===== config.mk =====
export PLATFORM = sky130hd
export DESIGN_NAME = ysyx_22040759_axi_mem_master
export DESIGN_NICKNAME = d
export VERILOG_FILES = /design/src/rtl/ysyx_22040759_axi_mem_master.sv
export SDC_FILE = /design/constraint.sdc
export NUM_CORES = 1
export LEC_CHECK = 0
export CAP_MARGIN = 40
export CORE_AREA = 2 2 226 228
export DETAILED_ROUTE_END_ITERATION = 8
export DIE_AREA = 0 0 228 230
export PLACE_DENSITY_LB_ADDON = 0.3
export SETUP_SLACK_MARGIN = 0.02
export SLEW_MARGIN = 20
export SYNTH_ARGS = -nofsm -noshare
export SYNTH_HDL_FRONTEND = slang
export SYNTH_SLANG_ARGS = --single-unit

===== constraint.sdc =====
create_clock -name clock -period 2.5 [get_ports clock]
set_clock_uncertainty 0.1 [all_clocks]
set_input_delay 0.5 -clock clock [delete_from_list [all_inputs] [get_ports clock]]
set_output_delay 0.5 -clock clock [all_outputs]
set_load 0.005 [all_outputs]

===== src/rtl/ysyx_22040759_axi_mem_master.sv =====
// Single-outstanding AXI4 master for the data-memory path.
// One request in, one single-beat AXI transaction out, one completion pulse back.
module ysyx_22040759_axi_mem_master #(
    parameter int ADDR_W = 64,
    parameter int DATA_W = 64,
    parameter int ID_W   = 4
) (
    input  logic              clock,
    input  logic              reset,
    input  logic              mem_rd_addr_valid_i,
    input  logic [ADDR_W-1:0] mem_rd_addr_i,
    input  logic [2:0]        mem_rd_size_i,
    output logic              mem_rd_data_valid_o,
    output logic [DATA_W-1:0] mem_rd_data_o,
    input  logic              mem_wr_addr_valid_i,
    input  logic [ADDR_W-1:0] mem_wr_addr_i,
    input  logic [DATA_W-1:0] mem_wr_data_i,
    input  logic [2:0]        mem_wr_size_i,
    output logic              mem_wr_data_valid_o,
    output logic              axi_err_o,
    output logic              axi_ar_valid_o,
    input  logic              axi_ar_ready_i,
    output logic [ADDR_W-1:0] axi_ar_addr_o,
    output logic [2:0]        axi_ar_size_o,
    output logic [7:0]        axi_ar_len_o,
    output logic [1:0]        axi_ar_burst_o,
    output logic [ID_W-1:0]   axi_ar_id_o,
    input  logic              axi_r_valid_i,
    output logic              axi_r_ready_o,
    input  logic [DATA_W-1:0] axi_r_data_i,
    input  logic [1:0]        axi_r_resp_i,
    input  logic              axi_r_last_i,
    output logic              axi_aw_valid_o,
    input  logic              axi_aw_ready_i,
    output logic [ADDR_W-1:0] axi_aw_addr_o,
    output logic [2:0]        axi_aw_size_o,
    output logic [7:0]        axi_aw_len_o,
    output logic [1:0]        axi_aw_burst_o,
    output logic [ID_W-1:0]   axi_aw_id_o,
    output logic              axi_w_valid_o,
    input  logic              axi_w_ready_i,
    output logic [DATA_W-1:0] axi_w_data_o,
    output logic [DATA_W/8-1:0] axi_w_strb_o,
    output logic              axi_w_last_o,
    input  logic              axi_b_valid_i,
    output logic              axi_b_ready_o,
    input  logic [1:0]        axi_b_resp_i
);

    typedef enum logic [2:0] {
        IDLE, RD_ADDR, RD_DATA, WR_REQ, WR_RESP, DONE
    } state_e;

    state_e state_q;
    logic [ADDR_W-1:0]   addr_q;
    logic [2:0]          size_q;
    logic [DATA_W-1:0]   wdata_q, rdata_q;
    logic [DATA_W/8-1:0] wstrb_q;
    logic ar_valid_q, r_ready_q, aw_valid_q, w_valid_q, b_ready_q;
    logic aw_done_q, w_done_q, rd_done_q, wr_done_q, err_q;

    logic [DATA_W-1:0]   wdata_d, rdata_d;
    logic [DATA_W/8-1:0] lane_mask, wstrb_d;
    logic aw_hs, w_hs, aw_fin, w_fin;
    logic unused_r_last;

    assign unused_r_last = axi_r_last_i;

    // Lane alignment: write payload moves up to its byte lane, read moves down.
    always_comb begin
        lane_mask = '0;
        if (mem_wr_size_i >= 3'd3)      lane_mask = 8'hFF;
        else if (mem_wr_size_i == 3'd2) lane_mask = 8'h0F;
        else if (mem_wr_size_i == 3'd1) lane_mask = 8'h03;
        else                            lane_mask = 8'h01;
        wstrb_d = lane_mask << mem_wr_addr_i[2:0];
        wdata_d = mem_wr_data_i << {mem_wr_addr_i[2:0], 3'b000};
        rdata_d = axi_r_data_i >> {addr_q[2:0], 3'b000};
    end

    assign aw_hs  = aw_valid_q & axi_aw_ready_i;
    assign w_hs   = w_valid_q & axi_w_ready_i;
    assign aw_fin = aw_done_q | aw_hs;
    assign w_fin  = w_done_q | w_hs;

    always_ff @(posedge clock) begin
        if (reset) begin
            state_q    <= IDLE;
            addr_q     <= '0;
            size_q     <= '0;
            wdata_q    <= '0;
            rdata_q    <= '0;
            wstrb_q    <= '0;
            ar_valid_q <= 1'b0;
            r_ready_q  <= 1'b0;
            aw_valid_q <= 1'b0;
            w_valid_q  <= 1'b0;
            b_ready_q  <= 1'b0;
            aw_done_q  <= 1'b0;
            w_done_q   <= 1'b0;
            rd_done_q  <= 1'b0;
            wr_done_q  <= 1'b0;
            err_q      <= 1'b0;
        end else begin
            rd_done_q <= 1'b0;
            wr_done_q <= 1'b0;
            err_q     <= 1'b0;
            unique case (state_q)
                IDLE: begin
                    if (mem_rd_addr_valid_i) begin
                        addr_q     <= mem_rd_addr_i;
                        size_q     <= mem_rd_size_i;
                        ar_valid_q <= 1'b1;
                        state_q    <= RD_ADDR;
                    end else if (mem_wr_addr_valid_i) begin
                        addr_q     <= mem_wr_addr_i;
                        size_q     <= mem_wr_size_i;
                        wdata_q    <= wdata_d;
                        wstrb_q    <= wstrb_d;
                        aw_valid_q <= 1'b1;
                        w_valid_q  <= 1'b1;
                        aw_done_q  <= 1'b0;
                        w_done_q   <= 1'b0;
                        state_q    <= WR_REQ;
                    end
                end
                RD_ADDR: begin
                    if (axi_ar_ready_i) begin
                        ar_valid_q <= 1'b0;
                        r_ready_q  <= 1'b1;
                        state_q    <= RD_DATA;
                    end
                end
                RD_DATA: begin
                    if (axi_r_valid_i) begin
                        r_ready_q <= 1'b0;
                        rdata_q   <= rdata_d;
                        err_q     <= |axi_r_resp_i;
                        rd_done_q <= 1'b1;
                        state_q   <= DONE;
                    end
                end
                WR_REQ: begin
                    if (aw_hs) begin
                        aw_valid_q <= 1'b0;
                        aw_done_q  <= 1'b1;
                    end
                    if (w_hs) begin
                        w_valid_q <= 1'b0;
                        w_done_q  <= 1'b1;
                    end
                    if (aw_fin && w_fin) begin
                        b_ready_q <= 1'b1;
                        state_q   <= WR_RESP;
                    end
                end
                WR_RESP: begin
                    if (axi_b_valid_i) begin
                        b_ready_q <= 1'b0;
                        err_q     <= |axi_b_resp_i;
                        wr_done_q <= 1'b1;
                        state_q   <= DONE;
                    end
                end
                DONE:    state_q <= IDLE;
                default: state_q <= IDLE;
            endcase
        end
    end

    assign mem_rd_data_valid_o = rd_done_q;
    assign mem_wr_data_valid_o = wr_done_q;
    assign mem_rd_data_o       = rdata_q;
    assign axi_err_o           = err_q;

    assign axi_ar_valid_o = ar_valid_q;
    assign axi_ar_addr_o  = addr_q;
    assign axi_ar_size_o  = size_q;
    assign axi_ar_len_o   = 8'd0;
    assign axi_ar_burst_o = 2'b01;
    assign axi_ar_id_o    = '0;
    assign axi_r_ready_o  = r_ready_q;

    assign axi_aw_valid_o = aw_valid_q;
    assign axi_aw_addr_o  = addr_q;
    assign axi_aw_size_o  = size_q;
    assign axi_aw_len_o   = 8'd0;
    assign axi_aw_burst_o = 2'b01;
    assign axi_aw_id_o    = '0;
    assign axi_w_valid_o  = w_valid_q;
    assign axi_w_data_o   = wdata_q;
    assign axi_w_strb_o   = wstrb_q;
    assign axi_w_last_o   = 1'b1;
    assign axi_b_ready_o  = b_ready_q;

endmodule

; Yosys cells after proc, flatten, opt, wreduce, memory -nomap -nowiden
; Index checks and enable logic that the tools add are counted.
[totals]
inputBits = 276
word_cells = 103
regBits = 216
[op_classes]
mux = 40
n_eq_ne = 16
shifts = 3
reduce_logical = 20
bitwise = 7
order_cmp = 1
[op_table]
columns = operator, count
row1 = 64-bit 2-to-1 mux, 2
row2 = 64-bit by 6-bit left shift with 64-bit output, 1
row3 = 64-bit by 6-bit right shift with 64-bit output, 1
row4 = 3-bit 2-to-1 mux, 8
row5 = 1-bit 2-to-1 mux, 18
row6 = "2-bit inequality test, second input constant", 9
row7 = 1-bit case mux with 2 select lines, 8
row8 = 3-bit case mux with 5 select lines, 1
row9 = 3-bit AND reduction, 4
row10 = 2-bit nonzero test, 5
row11 = "3-bit by 2-bit == test with 1-bit output, second input constant", 3
row12 = 8-bit 2-to-1 mux, 1
row13 = 4-bit AND reduction, 2
row14 = 2-bit OR reduction, 4
row15 = 8-bit by 3-bit left shift with 8-bit output, 1
row16 = "3-bit by 1-bit == test with 1-bit output, second input constant", 2
row17 = 5-bit AND reduction, 1
row18 = 4-bit 2-to-1 mux, 1
row19 = 2-bit AND reduction, 2
row20 = "3-bit == test, second input constant", 1
row21 = "3-bit by 2-bit greater-or-equal comparator with 1-bit output, second input constant", 1
row22 = 3-bit logical NOT, 1
row23 = "3-bit inequality test, second input constant", 1
row24 = 1-bit inverter, 3
row25 = other kinds (4), 6

; Depth between registers and ports, before layout
[depth]
word_depth = 5
depth_mapped = 8

; Worst setup path before layout
; OpenSTA, ideal clock, no wires.
[synth_timing]
kind = input to register
start = input port mem_wr_addr_i[0]
end = register wdata_q[42] (netlist: axi_w_data_o[42])
n_path_buf = 3
required_time_ns = 2.268
slack_ns = 0.544
stages = 7
arrival_ns = 1.725
setup_ns = 0.132
path_cell_list = buf_2 > buf_2 > buf_2 > mux2i_1 > nand2_1 > a311oi_1 > nor3_1
[synth_between]
elab_chain_cells = 1
[synth_rtl]
columns = element, line
row1 = from (decl), 16  ; input logic [ADDR_W-1:0] mem_wr_addr_i,
row2 = 64-bit by 6-bit left shift with 64-bit output, 77  ; wdata_d = mem_wr_data_i << {mem_wr_addr_i[2:0], 3'b000};
row3 = to (signal assigned), 118  ; wdata_q <= wdata_d;
row4 = to (decl), 57  ; logic [DATA_W-1:0] wdata_q, rdata_q;
; No other way between the ends.
; A chain may end at the register's enable or synchronous reset.

; Worst setup path after layout
[layout_timing]
start = register addr_q[0] (netlist: axi_ar_addr_o[0])
end = output port axi_aw_addr_o[0]
[layout_lines]
columns = element, line
row1 = from (decl), 55  ; logic [ADDR_W-1:0] addr_q;
row2 = from (signal assigned), 111  ; addr_q <= mem_rd_addr_i;
row3 = from (signal assigned), 116  ; addr_q <= mem_wr_addr_i;
row4 = to (decl), 35  ; output logic [ADDR_W-1:0] axi_aw_addr_o,
; No word-level cell between the ends.

==> flow_metrics.py <==
metrics = {
    "synthesis": {
        "avgSynthCellArea_sq_um": 8.59,
        "synth_top_area_frac": 0.364,
        "synth.largest_area_cell": "dfxtp_1",
        "synth_top_flop_cell": "dfxtp_1",
        "async_flop_share": 0,
        "synth.cell_area_sq_um": 11900,
        "synth.area.top_cells": "dfxtp_1 36%, mux2i_1 19%, buf_4 6.3%",
        "synth-edff-count": 0,
        "yosys_warnings": 0,
        "post_synth_num_cell_types": 50,
        "seq_area_frac_synth": 0.364,
        "synthCells": 1384,
        "synth_seq_cells": 216,
    },
    "timing": {
        "fin_crit_sh": 0.947,
        "min_period_ps": 2370,
        "slew_viol_final": 0,
        "slew_headroom": 0.611,
        "setup_tns_ps": 0,
        "worst_pin_slew_ps": 580,
        "rsz0062_at_grt": "no",
        "hold_ws_ps": 247,
        "finalSetupViolCount": 0,
        "timing.fmax_ghz": 0.422,
        "hold_violations": 0,
    },
    "grt": {
        "grt_pass1_vias": 12200,
        "grt_use_total": 0.193,
        "overflow": 0,
        "grt_max_degree": 95,
        "antenna_found_initial": 1,
        "grt_pass1_wl_um": 78000,
    },
    "detailed_routing": {
        "firstDrtPassIters": 5,
        "vias": 12200,
        "wire_per_inst_um": 21.3,
        "via_per_inst": 4.84,
        "drc": 0,
        "drt_iter0_markers": 796,
        "drt-total-wl_um": 53800,
        "ant_nets": 0,
    },
    "clock_tree": {
        "cts_root_buf": "clkbuf_16",
        "cts_tree": "done",
        "cts_buffers": 27,
        "cts_buffer_depth": 3,
        "cts-htree-levels": 1,
        "cts.sinks": 216,
        "clk_latency_ps": 550,
        "path_clk_slew_ps": 60,
    },
    "setup_path": {
        "startpoint": "axi_ar_addr_o[0]",
        "path_cells": "buf_16, clkdlybuf4s50_1",
        "worstReg2RegStart": "state_q[1]",
        "crit_type": "reg -> out",
        "cp_data_required_time_ps": 1900,
        "start_kind": "register",
        "end_kind": "output pin",
        "cp_max_fo": 28,
        "crit_slowest_cell": "clkdlybuf4s50_1",
        "max_stage_delay_ps": 530,
        "critPathArrivalTime_ps": 1770,
    },
    "pwr": {
        "power_switching_mw": 5.76,
        "p_sw_frac": 0.357,
        "leakagePower_nw": 7.00,
        "p_int_mw": 10.4,
        "powerDensity_nw_per_um2": 862,
        "combPwrFrac": 0.447,
        "clock_power_share": 0.245,
        "power_frac_seq": 0.308,
        "vdd_drop_max_mv": 0.431,
    },
    "worst_hold_path": {
        "hp-start": "reset",
        "min_path_type": "in -> reg",
    },
    "placement": {
        "gp_congestion": 0.917,
        "placed_area_sq_um": 17800,
        "post-dp-hpwl_um": 40900,
        "io_buffer_count": 552,
        "place_inst": 2477,
    },
    "floorplanning": {
        "die_width_um": 228,
        "start_util": 0.238,
        "num_io_pins": 583,
        "die-area_sq_um": 52400,
        "coreArea_sq_um": 49900,
        "fp-row-count": 82,
        "die_y_um": 230,
    },
    "cells_and_area": {
        "layout_common_cells": "549 x clkdlybuf4s50_1, 220 x mux2i_1, 214 x dfxtp_1",
        "seqCellArea_sq_um": 4330,
        "area_growth_pct": 57.4,
        "nets": 2112,
        "drive_above_1_share": 0.0712,
        "multiInputGateArea_sq_um": 6410,
        "fillers": 5097,
        "design_area_sq_um": 18700,
        "post_layout_nonfiller_instances": 2528,
        "fin_util": 0.375,
        "final_common_cell": "clkdlybuf4s50_1",
    },
    "flow_run": {
        "drv_cap": 0,
    },
    "outcome": {
        "status": "finished, final reports clean",
    },
}
metrics by stage:
step	power [mW]	setup WS, ps
final	16.1	131
after global routing	17.0	35.5
after CTS	16.2	70.4
after detailed placement	12.2	93.5
after global placement	12.1	138
after floorplan	8.57	544
power groups by stage:
stage	clock [mW]	sequential [mW]	combinational [mW]
global placement	0	5.03	7.06
CTS	4.04	4.97	7.21
floorplan	0	4.78	3.80
detailed placement	0	5.05	7.11
finish	3.94	4.97	7.22
global route	4.17	5.08	7.74
cell families (layout without fill, tap and decap cells):
| kind of cell | Yosys count | after routing | share of synthesized area |
|---|---|---|---|
| buffers and inverters | 228 | 672 | 0.109 |
| other | 2 | 30 | 0.000632 |
| XOR/XNOR | 1 | 1 | 0.000737 |
| flip-flops | 216 | 216 | 0.364 |
| AO/OA/AOI/OAI | 297 | 297 | 0.171 |
| multiplexers | 229 | 229 | 0.200 |
| AND/OR/NAND/NOR | 411 | 411 | 0.154 |
Yosys cell counts (2+ instances only):
master,n
a311oi_1,16
dfxtp_1,216
a21oi_1,72
clkbuf_1,58
o221ai_1,2
nand2_1,88
nor2_2,2
o31ai_1,8
a211oi_1,67
a21o_1,8
inv_1,6
or3_1,9
o22ai_1,16
mux4_2,7
a31oi_1,3
buf_4,99
o311a_1,7
nor2b_1,4
conb_1,2
mux2_2,2
a22oi_1,42
buf_2,52
o211ai_1,9
nor2_1,192
mux2i_1,220
nand3b_1,16
o21ai_0,25
or2_2,2
nor3b_1,10
a221oi_1,17
nor3_1,64
buf_1,11
nand2b_1,3
nand3_1,13
final timing paths:
kind                                           to  slack [ps]  cells past startpoint
worst max register to register   axi_w_data_o[22]         480                      3
worst min register to register  mem_rd_data_o[14]         350                      2
worst min-delay path             axi_w_data_o[26]         250                      2
worst max-delay path             axi_aw_addr_o[0]         130                      2
routing by layer:
metal  up-vias  wire length [um]  global-route usage
li1       5768                 -                   -
met1      5883             22600               0.240
met2       507             26100               0.332
met3        87              3300              0.0366
met4         0              1840              0.0666
met5         -                 0                   0
flip-flops by register name, summed over array words and instances, names as in the netlist:
register and flops:
axi_ar_size_o 3, axi_ar_addr_o 64, axi_w_data_o 64, mem_wr_data_valid_o 1, axi_r_ready_o 1, axi_w_strb_o 8, mem_rd_data_o 64, axi_w_valid_o 1
mem_rd_data_valid_o 1, axi_aw_valid_o 1, aw_done_q 1, state_q 3, axi_ar_valid_o 1, axi_b_ready_o 1, axi_err_o 1, w_done_q 1
worst max-delay path: cells and delay by family (launching register included):
family | cells | cell delay (ps)
buffers and inverters | 2 | 760
DFF | 1 | 430
area by class of cell:
cell class / instances / area share
inverters: 7 / 0.00140
multi-input cells: 967 / 0.342
clock inverters: 10 / 0.00608
diodes: 1 / 0.000134
well taps: 672 / 0.0449
flip-flops and latches: 216 / 0.231
repair buffers: 617 / 0.333
clock buffers: 38 / 0.0410
timing repair:
item | CTS | global route
endpoints found under the setup margin | 2 | 1
resized for setup | 0 | 1
buffers inserted | 1 | 0
hold buffers | 0 | 0
gates cloned | 0 | 1
(Power assumes the default switching activity.)
